## config.mk

```make
export PLATFORM = sky130hd
export DESIGN_NAME = mul12_seq_ctrl
export DESIGN_NICKNAME = d
export VERILOG_FILES = /design/src/rtl/mul12_seq_ctrl.sv
export SDC_FILE = /design/constraint.sdc
export NUM_CORES = 1
export LEC_CHECK = 0
export BUFFER_PORTS_ARGS = -buffer_cell sky130_fd_sc_hd__buf_2
export CAP_MARGIN = 20
export CORE_MARGIN = 2
export CORE_UTILIZATION = 39
export DETAILED_ROUTE_END_ITERATION = 10
export GPL_TIMING_DRIVEN = 0
export PLACE_DENSITY = 0.61
export RECOVER_POWER = 25
export SLEW_MARGIN = 20
export SYNTH_ARGS = -nofsm -noshare
export SYNTH_HDL_FRONTEND = slang
export SYNTH_SLANG_ARGS = --single-unit
export TNS_END_PERCENT = 5
```

## constraint.sdc

```tcl
create_clock -name clk -period 6.45 [get_ports clk]
set_clock_uncertainty 0.1 [all_clocks]
set_input_delay 0.3225 -clock clk [delete_from_list [all_inputs] [get_ports clk]]
set_output_delay 0.3225 -clock clk [all_outputs]
set_load 0.02 [all_outputs]
```

## src/rtl/mul12_seq_ctrl.sv

```systemverilog
// 12x12 unsigned multiply sequenced over four passes of an external shared 6x6 multiplier,
// with optional accumulation of each product into a sticky-overflow accumulator.
module mul12_seq_ctrl #(
  parameter int unsigned ACC_W = 28
) (
  input  logic             clk,
  input  logic             rst_n,
  input  logic             in_valid,
  output logic             in_ready,
  input  logic [11:0]      a,
  input  logic [11:0]      b,
  input  logic             acc_en,
  input  logic             clr_acc,
  output logic [5:0]       m_a,
  output logic [5:0]       m_b,
  input  logic [11:0]      m_p,
  output logic             out_valid,
  input  logic             out_ready,
  output logic [23:0]      product,
  output logic [ACC_W-1:0] acc,
  output logic             overflow
);

  localparam int unsigned ST_W = 3;
  localparam logic [ST_W-1:0] IDLE = 3'd0;
  localparam logic [ST_W-1:0] P0   = 3'd1;
  localparam logic [ST_W-1:0] P1   = 3'd2;
  localparam logic [ST_W-1:0] P2   = 3'd3;
  localparam logic [ST_W-1:0] P3   = 3'd4;
  localparam logic [ST_W-1:0] DONE = 3'd5;

  logic [ST_W-1:0]  state, state_nxt;
  logic [11:0]      a_q, b_q;
  logic             acc_en_q;
  logic [23:0]      psum, pass_sum;
  logic [ACC_W:0]   acc_add;
  logic [ACC_W-1:0] acc_nxt;
  logic             ovf_nxt;
  logic             acc_step;

  // Next state, multiplier operand select and running partial sum
  always_comb begin
    state_nxt = state;
    m_a       = 6'd0;
    m_b       = 6'd0;
    pass_sum  = psum;
    case (state)
      IDLE: if (in_valid) state_nxt = P0;
      P0: begin
        m_a       = a_q[5:0];
        m_b       = b_q[5:0];
        pass_sum  = 24'(m_p);
        state_nxt = P1;
      end
      P1: begin
        m_a       = a_q[5:0];
        m_b       = b_q[11:6];
        pass_sum  = psum + {6'd0, m_p, 6'd0};
        state_nxt = P2;
      end
      P2: begin
        m_a       = a_q[11:6];
        m_b       = b_q[5:0];
        pass_sum  = psum + {6'd0, m_p, 6'd0};
        state_nxt = P3;
      end
      P3: begin
        m_a       = a_q[11:6];
        m_b       = b_q[11:6];
        pass_sum  = psum + {m_p, 12'd0};
        state_nxt = DONE;
      end
      DONE: if (out_ready) state_nxt = IDLE;
      default: state_nxt = IDLE;
    endcase
  end

  // Accumulator update; a clear on the accumulate edge keeps only the new product
  always_comb begin
    acc_step = (state == P3) && acc_en_q;
    acc_add  = {1'b0, acc} + (ACC_W+1)'(pass_sum);
    acc_nxt  = acc;
    ovf_nxt  = overflow;
    if (acc_step) begin
      acc_nxt = acc_add[ACC_W-1:0];
      ovf_nxt = overflow | acc_add[ACC_W];
    end
    if (clr_acc) begin
      acc_nxt = acc_step ? ACC_W'(pass_sum) : '0;
      ovf_nxt = 1'b0;
    end
  end

  always_ff @(posedge clk) begin
    if (!rst_n) begin
      state     <= IDLE;
      in_ready  <= 1'b1;
      out_valid <= 1'b0;
      a_q       <= 12'd0;
      b_q       <= 12'd0;
      acc_en_q  <= 1'b0;
      psum      <= 24'd0;
      product   <= 24'd0;
      acc       <= '0;
      overflow  <= 1'b0;
    end else begin
      state     <= state_nxt;
      in_ready  <= (state_nxt == IDLE);
      out_valid <= (state_nxt == DONE);
      if (state == IDLE && in_valid) begin
        a_q      <= a;
        b_q      <= b;
        acc_en_q <= acc_en;
      end
      if (state == P0 || state == P1 || state == P2) psum <= pass_sum;
      if (state == P3) product <= pass_sum;
      acc      <= acc_nxt;
      overflow <= ovf_nxt;
    end
  end

endmodule

```

# Word level (Yosys, flattened, before mapping)
# Index checks and enable logic that the tools add are counted.
[totals]
reg_bits = 107
out_inout_bits = 67
[op_classes]
n_addsub = 3
eq_ne = 6
muxes = 9
bitwise = 2
n_reduce_logical = 13
[ops]
columns = ["cell", "count"]
rows = [
  ["$pmux W24 S3", 1],
  ["$mux W28", 2],
  ["$add A28 B24 Y29", 1],
  ["$add A24 B18 Y24", 1],
  ["$add A24 B24 Y24", 1],
  ["$mux W24", 1],
  ["$pmux W6 S2", 2],
  ["$pmux W3 S6", 1],
  ["$reduce_or A2 Y1", 6],
  ["$eq A3 B3 Y1 const B", 3],
  ["$eq A3 B2 Y1 const B", 2],
  ["$logic_not A3 Y1", 2],
  ["$mux W3", 2],
  ["$eq A3 B1 Y1 const B", 1],
  ["$logic_and A1 B1 Y1", 2],
  ["$logic_or A1 B1 Y1", 2],
  ["$reduce_bool A2 Y1", 1],
  ["$not A1 Y1", 1],
  ["$or A1 B1 Y1", 1],
]

# Depth between registers and ports, before layout
# Gate-level depths: netlist of the first run.
[depth]
ltp_word = 6
mapped_depth = 21
mapped_depth_nobuf = 20

# Least setup slack after synthesis of the first run
# No wires, ideal clock.
[synth_timing]
path_kind = "input to register"
start = "input m_p[0]"
end = "register acc[23]"
setup_time_ns = 0.115
arrival_time_ns = 3.490
t_required_ns = 6.235
slack_ns = 2.746
cell_stages = 18
path_buffers = 1
cell_sequence = "ha_1 > fa_1 > a21oi_2 > o2111ai_2 > a21o_1 > a21oi_2 > xnor2_1 > a22oi_1 > o21ai_0 > ha_1 > clkbuf_1 > a21oi_1 > o21bai_1 > o21ai_0 > a22oi_2 > xnor2_1 > a211oi_1 > o21a_1"
[synth_between]
elab_chain_len = 5
elab_cells_between_ends = 7
cone_classes = "add/sub: 3; mux: 4"
[synth_lines]
columns = ["item", "line_no", "source"]
rows = [
  ["from (decl)", "16", "input logic [11:0] m_p,"],
  ["$add A24 B24 Y24 or $add A24 B18 Y24 (tied branches)", "70, 58, 64", ""],
  ["$pmux W24 S3 (*)", "47", "case (state)"],
  ["via pass_sum[20]", "35", "logic [23:0] psum, pass_sum;"],
  ["$add A28 B24 Y29 (*)", "81", "acc_add = {1'b0, acc} + (ACC_W+1)'(pass_sum);"],
  ["$mux W28 (*)", "84", "if (acc_step) begin"],
  ["$mux W28 (*)", "88", "if (clr_acc) begin"],
  ["to (signal assigned)", "117", "acc <= acc_nxt;"],
  ["to (decl)", "20", "output logic [ACC_W-1:0] acc,"],
]
# The timed path passes the listed nets; every way through them passes the cells marked *. The select of a mux whose other input is x is not followed.
# A chain may end at the register's enable or synchronous reset.

# Final worst setup path of the first run
[layout_timing]
start = "register psum[6]"
end = "register acc[21]"
[layout_between]
elab_chain_len = 5
elab_cells_between_ends = 7
cone_classes = "add/sub: 3; mux: 4"
[layout_lines]
columns = ["item", "line_no", "source"]
rows = [
  ["from (decl)", "35", ""],
  ["from (signal assigned)", "115", "if (state == P0 || state == P1 || state == P2) psum <= pass_sum;"],
  ["$add A24 B24 Y24 or $add A24 B18 Y24 (tied branches)", "70, 58, 64", ""],
  ["$pmux W24 S3 (*)", "47", ""],
  ["via pass_sum[10]", "35", ""],
  ["$add A28 B24 Y29 (*)", "81", ""],
  ["$mux W28 (*)", "84", ""],
  ["$mux W28 (*)", "88", ""],
]
# Marks and branches as above.

==> impl_results.md, run 1 <==
* Status: finished clean
* Total gr overflow at 0
* Hpwl dp at 17.3 mm
* DRT Pass-1 Iters at 5
* Die ar. at 18,600 um2
* Slowest CP cell: a222oi_1
* Initial antenna violation count at 0
* Synth warn at 0
* Post-synthesis compound-gate area fraction at 26.7%
* Crit path time final at 4690 ps
* Pleak at 3.27 nW
* Starting Density at 39.7%
* First-pass GRT wire length at 34.4 mm
* FFs w/ async S/R, synth at 0%
* Row cnt at 48
* Layout cell share with drive strength beyond 1 at 10.0%
* XOR/XNOR share of the synthesized area at 5.12%
* Post-synth EDFFs at 0
* Area of the mapped netlist at 6840 um2
* CP Cell Sequence: ha_1 > inv_1 > fa_1 > nor2b_1 > o21a_1 > nor2_1 > xnor2_1 > a222oi_1 > inv_1 > ha_1 > a211oi_1 > o211ai_1 > a311oi_1 > a21boi_1 > o31ai_1 > a21oi_1 > xnor2_1 > o31ai_1
* Worst EP required at 6640 ps
* Max-cap viol count at 0
* CTS Buf Count at 9
* Fin util at 45.9%
* RSZ-0062 raised after global routing: no
* Synthesized area per cell at 7.73 um2
* Hold Path Class: in2reg
* All-layer global routing usage at 24.3%
* Post-route ant nets at 0
* WHS Path Cells at 3
* Post CTS Setup Buffer Count at 0
* Vias in the first global route at 6,125
* Clock latency on the worst-skew pair at 370 ps
* Worst-path clk slew at 80 ps
* Max layer used: met4
* Routed len/inst at 18.2 um
* PostCTS Resize Cnt at 0
* Setup Total Neg Slack at 0 ps
* Most frequent cells in the layout: nand2_1 (139), dfxtp_1 (107), a21oi_1 (99), nor2_1 (84), clkbuf_1 (80)
* Clk sinks at 107
* Largest net degree at the start of global routing at 19
* FF+latch count, synth at 107
* Final Setup Violations at 0
* N_diodes at 0
* F_max at 0.213 GHz
* Least-Margin Pin Slew at 1100 ps
* Commonest non-fill, non-tap cell in the layout: nand2_1
* Core Box Area at 17,200 um2
* CTS tree: built
* H-tree depth at 3
* Metal3 WL at 1.27 mm
* Pins over their slew limit at 0
* Vias at 6,836
* Main combinational cell family by area after synthesis: compound AO/OA/AOI/OAI gates
* M1 WL at 10.5 mm
* Die width at 136 um
* Crit share post-route at 72.7%
* Setup crit end kind: flop
* Multiplexer share of the synthesized area at 1.90%
* Met2 routed WL at 10.3 mm
* Fin. Hold Viols at 0
* VDD IR-drop max at 144 uV
* Worst slew margin at 26.7%
* Clk Tree Root Cell: clkbuf_16
* I/O Buffers at 107
* DR DRC count at 0
* Mapped Nets at 977
* Fill cells at 1,780
* Netlist cell types at 67
* Nets at 1,095
* Hold_buf cts at 0
* Power per cell area at 237 nW/um2
* CP Launch Type: flop
* Adder and majority gate portion of the synthesized area at 9.48%
* Crit path kind: reg2reg
* Ys flop type: dfxtp_1
* Routed WL at 22.5 mm
* Die Ht at 136 um
* CTS max path bufs at 2
* Synth-to-Final Area Change at 15.8%
* Reg2Reg Depth at 18
* # IOs at 109
* Simple-gate share of the synthesized area at 21.2%
* CP peak stage delay at 850 ps
* DRT iter0 DRCs at 455
* Hold_ws at 86.6 ps
* Worst Path Max Fanout at 5
* Critical path arrival at 4880 ps
* Vias per inst at 5.54
* Seq/Total Area, Yosys at 31.3%
* Cell count after synthesis at 885
* Final GP Congestion at 0.898
-- synthesized netlist by cell type (8+ instances only) --
| cell type | count | share of area, % |
|---|---|---|
| nor2_1 | 84 | 4.6 |
| and3_1 | 11 | 1.0 |
| clkbuf_1 | 37 | 2.0 |
| o21ai_0 | 39 | 2.9 |
| a21o_1 | 14 | 1.5 |
| nor3_1 | 15 | 1.1 |
| nand2_1 | 139 | 7.6 |
| and2_1 | 11 | 1.0 |
| a21oi_1 | 99 | 7.2 |
| o21a_1 | 11 | 1.2 |
| a211oi_1 | 20 | 2.2 |
| xnor2_1 | 24 | 3.1 |
| a22oi_1 | 12 | 1.3 |
| nand3_1 | 20 | 1.5 |
| ha_1 | 47 | 8.6 |
| a31oi_1 | 8 | 0.73 |
| xor2_1 | 16 | 2.0 |
| dfxtp_1 | 107 | 31 |
| inv_1 | 32 | 1.8 |
| mux2i_1 | 13 | 1.9 |
-- registers in the layout (all words and copies together), names as in the netlist --
name       flops
a_q           12
acc_en_q       1
in_ready       1
psum          24
overflow       1
state          3
b_q           12
out_valid      1
acc           28
product       24
-- layer usage --
metal | GRT usage [%] | up-vias
li1 | - | 3401
met1 | 34.1 | 3212
met2 | 39.0 | 194
met3 | 2.98 | 29
met4 | 7.12 | 0
met5 | 0 | -
-- stage by stage --
step                std cells  cell area [um2]  setup slack [ps]  total power, W
floorplan                 885             6840              2750         0.00111
global placement         1217             7650              1820         0.00127
detailed placement       1217             7660              1750         0.00128
CTS                      1233             7970              1910         0.00188
global route             1233             7920              1550         0.00196
finish                   1233             7920              1760         0.00188
-- critical path: cells and delay by family (launching register included) --
family	cells	cell delay (ps)
compound gates	9	2580
flops	1	330
simple gates	2	260
buf+inv	2	160
xor+xnor	2	220
fa+ha+maj	3	970
-- logic make-up after synthesis --
family,Yosys count
AO/OA/AOI/OAI,278
XOR/XNOR,40
adder cells (fa/ha/maj),50
buffers and inverters,77
flip-flops,107
multiplexers,13
AND/OR/NAND/NOR,320
-- worst paths after layout --
kind	start	slack, ps	to
worst max-delay path	psum[6]	1760	acc[21]
worst min-delay path	b[1]	90	b_q[1]
worst max register to register	psum[6]	1760	acc[21]
worst min register to register	b_q[8]	360	b_q[8]
-- final cells by class --
class / count / area, um2 / share of cell area [%]
Clock inverter: 6 / 68.8 / 0.869
Buffer: 45 / 173 / 2.18
Inverter: 32 / 120 / 1.52
Sequential cell: 107 / 2140 / 27.1
Timing Repair Buffer: 107 / 483 / 6.10
Tap cell: 225 / 282 / 3.56
Clock buffer: 10 / 239 / 3.02
Multi-Input combinational cell: 701 / 4410 / 55.7
-- power by group --
group	switching, W	internal [W]	leakage [nW]
logic	0.000360	0.000186	2.25
clock network	0.000286	0.000316	0.150
registers	0.0000279	0.000700	0.869
Power figures use the tool's default switching activity.
==> run 2, diff against run 1 <==
ABC_AREA = 1   (was not set)
PLACE_DENSITY = 0.63   (was 0.61)
clock period = 3.85 ns   (was 6.45 ns; I/O delays follow)
==> impl_results.md, run 2 <==
* Status: finished clean
* Pins over their slew limit at 0
* R2R setup slack at 220 ps
* Netlist cell types at 44
* Crit path kind: reg2reg
* Mapped Nets at 1,202
* Hpwl dp at 18.3 mm
* Die ar. at 19,300 um2
* Clk sinks at 107
* Hold Path Class: in2reg
* Most frequent cells in the layout: nand2_1 (314), nor2_1 (123), inv_1 (114), a21oi_1 (111), dfxtp_1 (107)
* FF+latch count, synth at 107
* CTS tree: built
* Clk Tree Root Cell: clkbuf_16
* Row cnt at 49
* Initial antenna violation count at 0
* Post-synth EDFFs at 0
* Final Setup Violations at 0
* Die Ht at 139 um
* Critical path arrival at 3790 ps
* Fill cells at 1,926
* Crit share post-route at 94.3%
* Most frequent cell on the critical path: nand3_1
* # IOs at 109
* CTS Buf Count at 9
* Synth area leader: dfxtp_1
* All-layer global routing usage at 24.1%
* Worst slew margin at 50.7%
* CTS max path bufs at 2
* DRT iter0 DRCs at 582
* Fin cells at 1,486
* Worst EP required at 4010 ps
* Crit path time final at 3630 ps
* First-pass GRT wire length at 37.2 mm
* Routed WL at 23.5 mm
* Top-area cell type share of the netlist area at 30.2%
* Post-route ant nets at 0
* DR DRC count at 0
* Layout cell share with drive strength beyond 1 at 9.94%
* Most common library cells after synthesis: nand2_1 (317), nor2_1 (126), inv_1 (114)
* VDD IR-drop max at 239 uV
* Setup crit end kind: flop
* Final GP Congestion at 0.974
* Commonest non-fill, non-tap cell in the layout: nand2_1
* Max-cap viol count at 0
* Cell count after synthesis at 1,110
* Least-Margin Pin Slew at 739 ps
* Fin. Hold Viols at 0
* Area occupied by multi-input gates at 4430 um2
* Vias in the first global route at 7,170
* Vias per inst at 5.20
* Area of the mapped netlist at 7090 um2
* Vias at 7,725
* Core Box Area at 17,900 um2
* Synth-to-Final Area Change at 19.4%
* Worst-path clk slew at 90 ps
* Clock latency on the worst-skew pair at 360 ps
* Synthesized area per cell at 6.39 um2
* Top post-synthesis cells by area: dfxtp_1 (30%), nand2_1 (17%), ha_1 (8.3%), a21oi_1 (7.9%), nor2_1 (6.7%)
* Slowest CP cell: fa_1
* Number of flip-flops under the largest register name at 28
* Pleak at 4.09 nW
* Nets at 1,344
* FFs w/ async S/R, synth at 0%
* Synth warn at 0
* CP peak stage delay at 520 ps
* Worst Path Max Fanout at 5
* Ys flop type: dfxtp_1
* Dpl cells at 1,447
* Starting Density at 39.6%
* I/O Buffers at 108
* Die width at 139 um
* H-tree depth at 3
* DRT Pass-1 Iters at 7
* Most instantiated library cell after synthesis: nand2_1
* F_max at 0.275 GHz
* CP Cell Sequence: ha_1 > fa_1 > nand2_1 > nand3_1 > o21ai_0 > nand3_1 > ha_1 > nand2_1 > nor2_2 > and2_1 > nand4_1 > nand3_1 > nand3_1 > o21ai_2 > nand3_1 > nand2_1 > nor2_1
* Largest net degree at the start of global routing at 23
* Top Registers: acc x28, product x24, psum x24
* Fin util at 47.3%
* CP Launch Type: flop
* Largest register by flop count: acc
* N_diodes at 0
* Seq/Total Area, Yosys at 30.2%
* Power per cell area at 371 nW/um2
* Routed len/inst at 15.8 um
* Register area at 2140 um2
* Total gr overflow at 0
run 2: worst max-delay path: cells and delay by family (launching register included):
family	cells	cell delay [ps]
AND/OR/NAND/NOR	12	1470
AO/OA/AOI/OAI	2	410
adder cells (fa/ha/maj)	3	1190
flip-flops	1	350
run 2: stage by stage:
step                      total power (W)  instance area [um2]  hold WS, ps  TNS [ps]  setup slack (ps)
final                             0.00314                 8470         8.17         0               220
after global routing              0.00332                 8470         33.3     -35.8             -28.3
after CTS                         0.00314                 8460         12.7         0              90.4
after floorplan                   0.00187                 7090          231         0               751
after detailed placement          0.00213                 7920          349         0               105
after global placement            0.00212                 7920          343         0               131
run 2: kinds of logic (layout without fill, tap and decap cells):
group / Yosys count / count (layout) / share of synthesized area, %
simple gates: 568 / 568 / 33.6
compound gates: 228 / 228 / 17.8
buf+inv: 148 / 295 / 8.15
flops: 107 / 107 / 30.2
fa+ha+maj: 50 / 50 / 9.14
xor+xnor: 9 / 9 / 1.11
run 2: repair_timing:
item / 4_1_cts / 5_1_grt
setup endpoints to repair: 0 / 13
endpoints found under the hold margin: 23 / 0
gates resized for setup: 0 / 20
hold buffers: 23 / 0
setup buffers: 0 / 0
run 2: area by class of cell:
type | instances | area share, %
Buffer | 26 | 1.45
Inverter | 122 | 5.41
Timing Repair Buffer | 131 | 8.47
Clock inverter | 7 | 1.05
Multi-Input combinational cell | 855 | 52.3
Clock buffer | 9 | 2.66
Tap cell | 229 | 3.38
Sequential cell | 107 | 25.3
run 2: power by group:
group	internal (W)	switching (W)	total [W]
sequential	0.00118	0.0000453	0.00123
clock	0.000474	0.000522	0.000995
combinational	0.000304	0.000619	0.000924
total	0.00196	0.00119	0.00314
run 2: final timing paths:
kind                                  start     endpoint  depth (start not counted)
worst min-delay path                   a[3]       a_q[3]                          3
worst min register to register  product[13]  product[13]                          2
worst max-delay path               psum[12]      acc[27]                         17
worst max register to register     psum[12]      acc[27]                         17
run 2: per-layer routing:
metal | vias up | part of all wire, % | GRT usage, %
met3 | 27 | 5.8 | 3.35
met2 | 260 | 43 | 37.6
met1 | 3492 | 49 | 34.8
met4 | 0 | 2.1 | 6.80
met5 | - | 0 | 0
li1 | 3946 | - | -
==> run 3, diff against run 2 <==
BUFFER_PORTS_ARGS = not set   (was -buffer_cell sky130_fd_sc_hd__buf_2)
CAP_MARGIN = 5   (was 20)
DONT_BUFFER_PORTS = 1   (was not set)
PLACE_DENSITY = 0.57   (was 0.63)
==> impl_results.md, run 3 (synthesized netlist as in run 2, its figures left out) <==
* Status: finished clean
* Net Sw Frac at 36.4%
* Critical path arrival at 3750 ps
* Top Registers: acc x28, product x24, psum x24
* Power per cell area at 389 nW/um2
* Register area at 2140 um2
* Least-Margin Pin Slew at 703 ps
* Worst slew margin at 53.2%
* CP Launch Type: flop
* Routed len/inst at 16.7 um
* First-pass GRT wire length at 37.1 mm
* Die width at 139 um
* Max-cap viol count at 0
* Pint at 0.00200 W
* Sw power at 0.00115 W
* Design Area, Final at 8080 um2
* Most frequent cells in the layout: nand2_1 (313), nor2_1 (121), inv_1 (114), a21oi_1 (111), dfxtp_1 (106)
* Pleak at 3.77 nW
* Crit path kind: reg2reg
* Placed Instance Area at 7380 um2
* Crit path time final at 3590 ps
* Die Ht at 139 um
* CTS tree: built
* Fill cells at 1,925
* RSZ-0062 raised after global routing: no
* Largest register by flop count: acc
* Area occupied by multi-input gates at 4470 um2
* N_diodes at 0
* Layout cell share with drive strength beyond 1 at 5.90%
* Worst Path Max Fanout at 5
* Routed WL at 23.1 mm
* Worst EP required at 4010 ps
* Logic gate share of total power at 27.5%
* Hpwl dp at 18.2 mm
* Fin util at 45.2%
* DRT Pass-1 Iters at 5
* Core Box Area at 17,900 um2
* DRT iter0 DRCs at 503
* Nets at 1,240
* Total gr overflow at 0
* Vias per inst at 5.30
* Clock share of power at 33.1%
* Crit share post-route at 93.2%
* Pins over their slew limit at 0
* Vias in the first global route at 6,774
* Initial antenna violation count at 0
* Largest net degree at the start of global routing at 23
* Hold Path Class: in2reg
* # IOs at 109
* Die ar. at 19,300 um2
* CTS max path bufs at 2
* I/O Buffers at 0
* Setup crit end kind: flop
* Setup Total Neg Slack at 0 ps
* Starting Density at 39.6%
* Post-route ant nets at 0
* Vias at 7,327
* Clock latency on the worst-skew pair at 370 ps
* Synth-to-Final Area Change at 14.0%
* Post CTS Setup Buffer Count at 0
* Final GP Congestion at 0.961
* Number of flip-flops under the largest register name at 28
* F_max at 0.279 GHz
* All-layer global routing usage at 24.1%
* Clk Tree Root Cell: clkbuf_16
* Row cnt at 49
* Clk sinks at 107
* Worst-path clk slew at 80 ps
* CTS Buf Count at 9
* Final Setup Violations at 0
* H-tree depth at 3
* Fin. Hold Viols at 0
* VDD IR-drop max at 307 uV
* DR DRC count at 0
* Share of total power in sequential cells at 39.5%
* Commonest non-fill, non-tap cell in the layout: nand2_1
run 3: changes by cell type in the layout (fill, tap and decap cells not counted), sizes merged:
cell and change:
buf -64, bufinv +1, clkbuf -44, clkinv -1
dlygate4sd3 +4
run 3: timing repair:
item                                    CTS  global route
endpoints found under the setup margin    0            13
resized for setup                         0            30
hold buffers                             27             0
endpoints found under the hold margin    35             0
run 3: cell type report:
type                            instances  share of cell area [%]
Multi-Input combinational cell        855                    55.3
Sequential cell                       107                    26.5
Inverter                              122                    5.66
Tap cell                              229                    3.54
Timing Repair Buffer                   27                    3.34
Clock buffer                            9                    2.79
Buffer                                 26                    1.49
Clock inverter                          7                    1.36
run 3: per-layer routing:
| layer | global-route usage [%] | wire [um] | vias up |
|---|---|---|---|
| met5 | 0 | 0 | - |
| met4 | 5.58 | 360 | 0 |
| met3 | 6.04 | 1880 | 26 |
| met2 | 37.8 | 10000 | 235 |
| met1 | 33.4 | 10900 | 3325 |
| li1 | - | - | 3741 |
run 3: stage by stage:
step | power (W) | cells | setup WS [ps] | hold WS (ps)
2_1_floorplan | 0.00187 | 1110 | 751 | 231
3_3_place_gp | 0.00208 | 1339 | 71.3 | 237
3_5_place_dp | 0.00208 | 1339 | 71.7 | 240
4_1_cts | 0.00314 | 1382 | 48.1 | 7.10
5_1_grt | 0.00333 | 1382 | 2.98 | 27.1
6_report | 0.00315 | 1382 | 264 | 19.2
run 3: worst paths after layout:
check | start | to | slack [ps] | cells after the start
min reg2reg | b_q[0] | b_q[0] | 390 | 2
max reg2reg | psum[6] | acc[27] | 260 | 22
max | psum[6] | acc[27] | 260 | 22
min | rst_n | state[1] | 20 | 2
run 3: power by group through the flow:
| stage | registers (W) | logic [W] | clock network [W] |
|---|---|---|---|
| floorplan | 0.00125 | 0.000615 | 0 |
| global placement | 0.00127 | 0.000808 | 0 |
| detailed placement | 0.00127 | 0.000813 | 0 |
| CTS | 0.00124 | 0.000840 | 0.00106 |
| global route | 0.00125 | 0.000980 | 0.00110 |
| finish | 0.00124 | 0.000864 | 0.00104 |
run 3: critical path: stages, from the launching register on:
cell and delay, ps:
dfxtp_1 340, ha_1 160, inv_1 50, fa_1 360, inv_1 100, nand3_1 80, nand2_2 130, nand3_1 90
nand3_1 140, a21oi_1 90, o21ai_1 120, nand3_1 240, ha_4 370, nand2_1 100, nor2_2 180, and2_1 170
nand4_1 130, nand3_1 150, nand3_1 90, o21ai_2 90, nand3_1 90, nand2_1 70, nor2_1 40
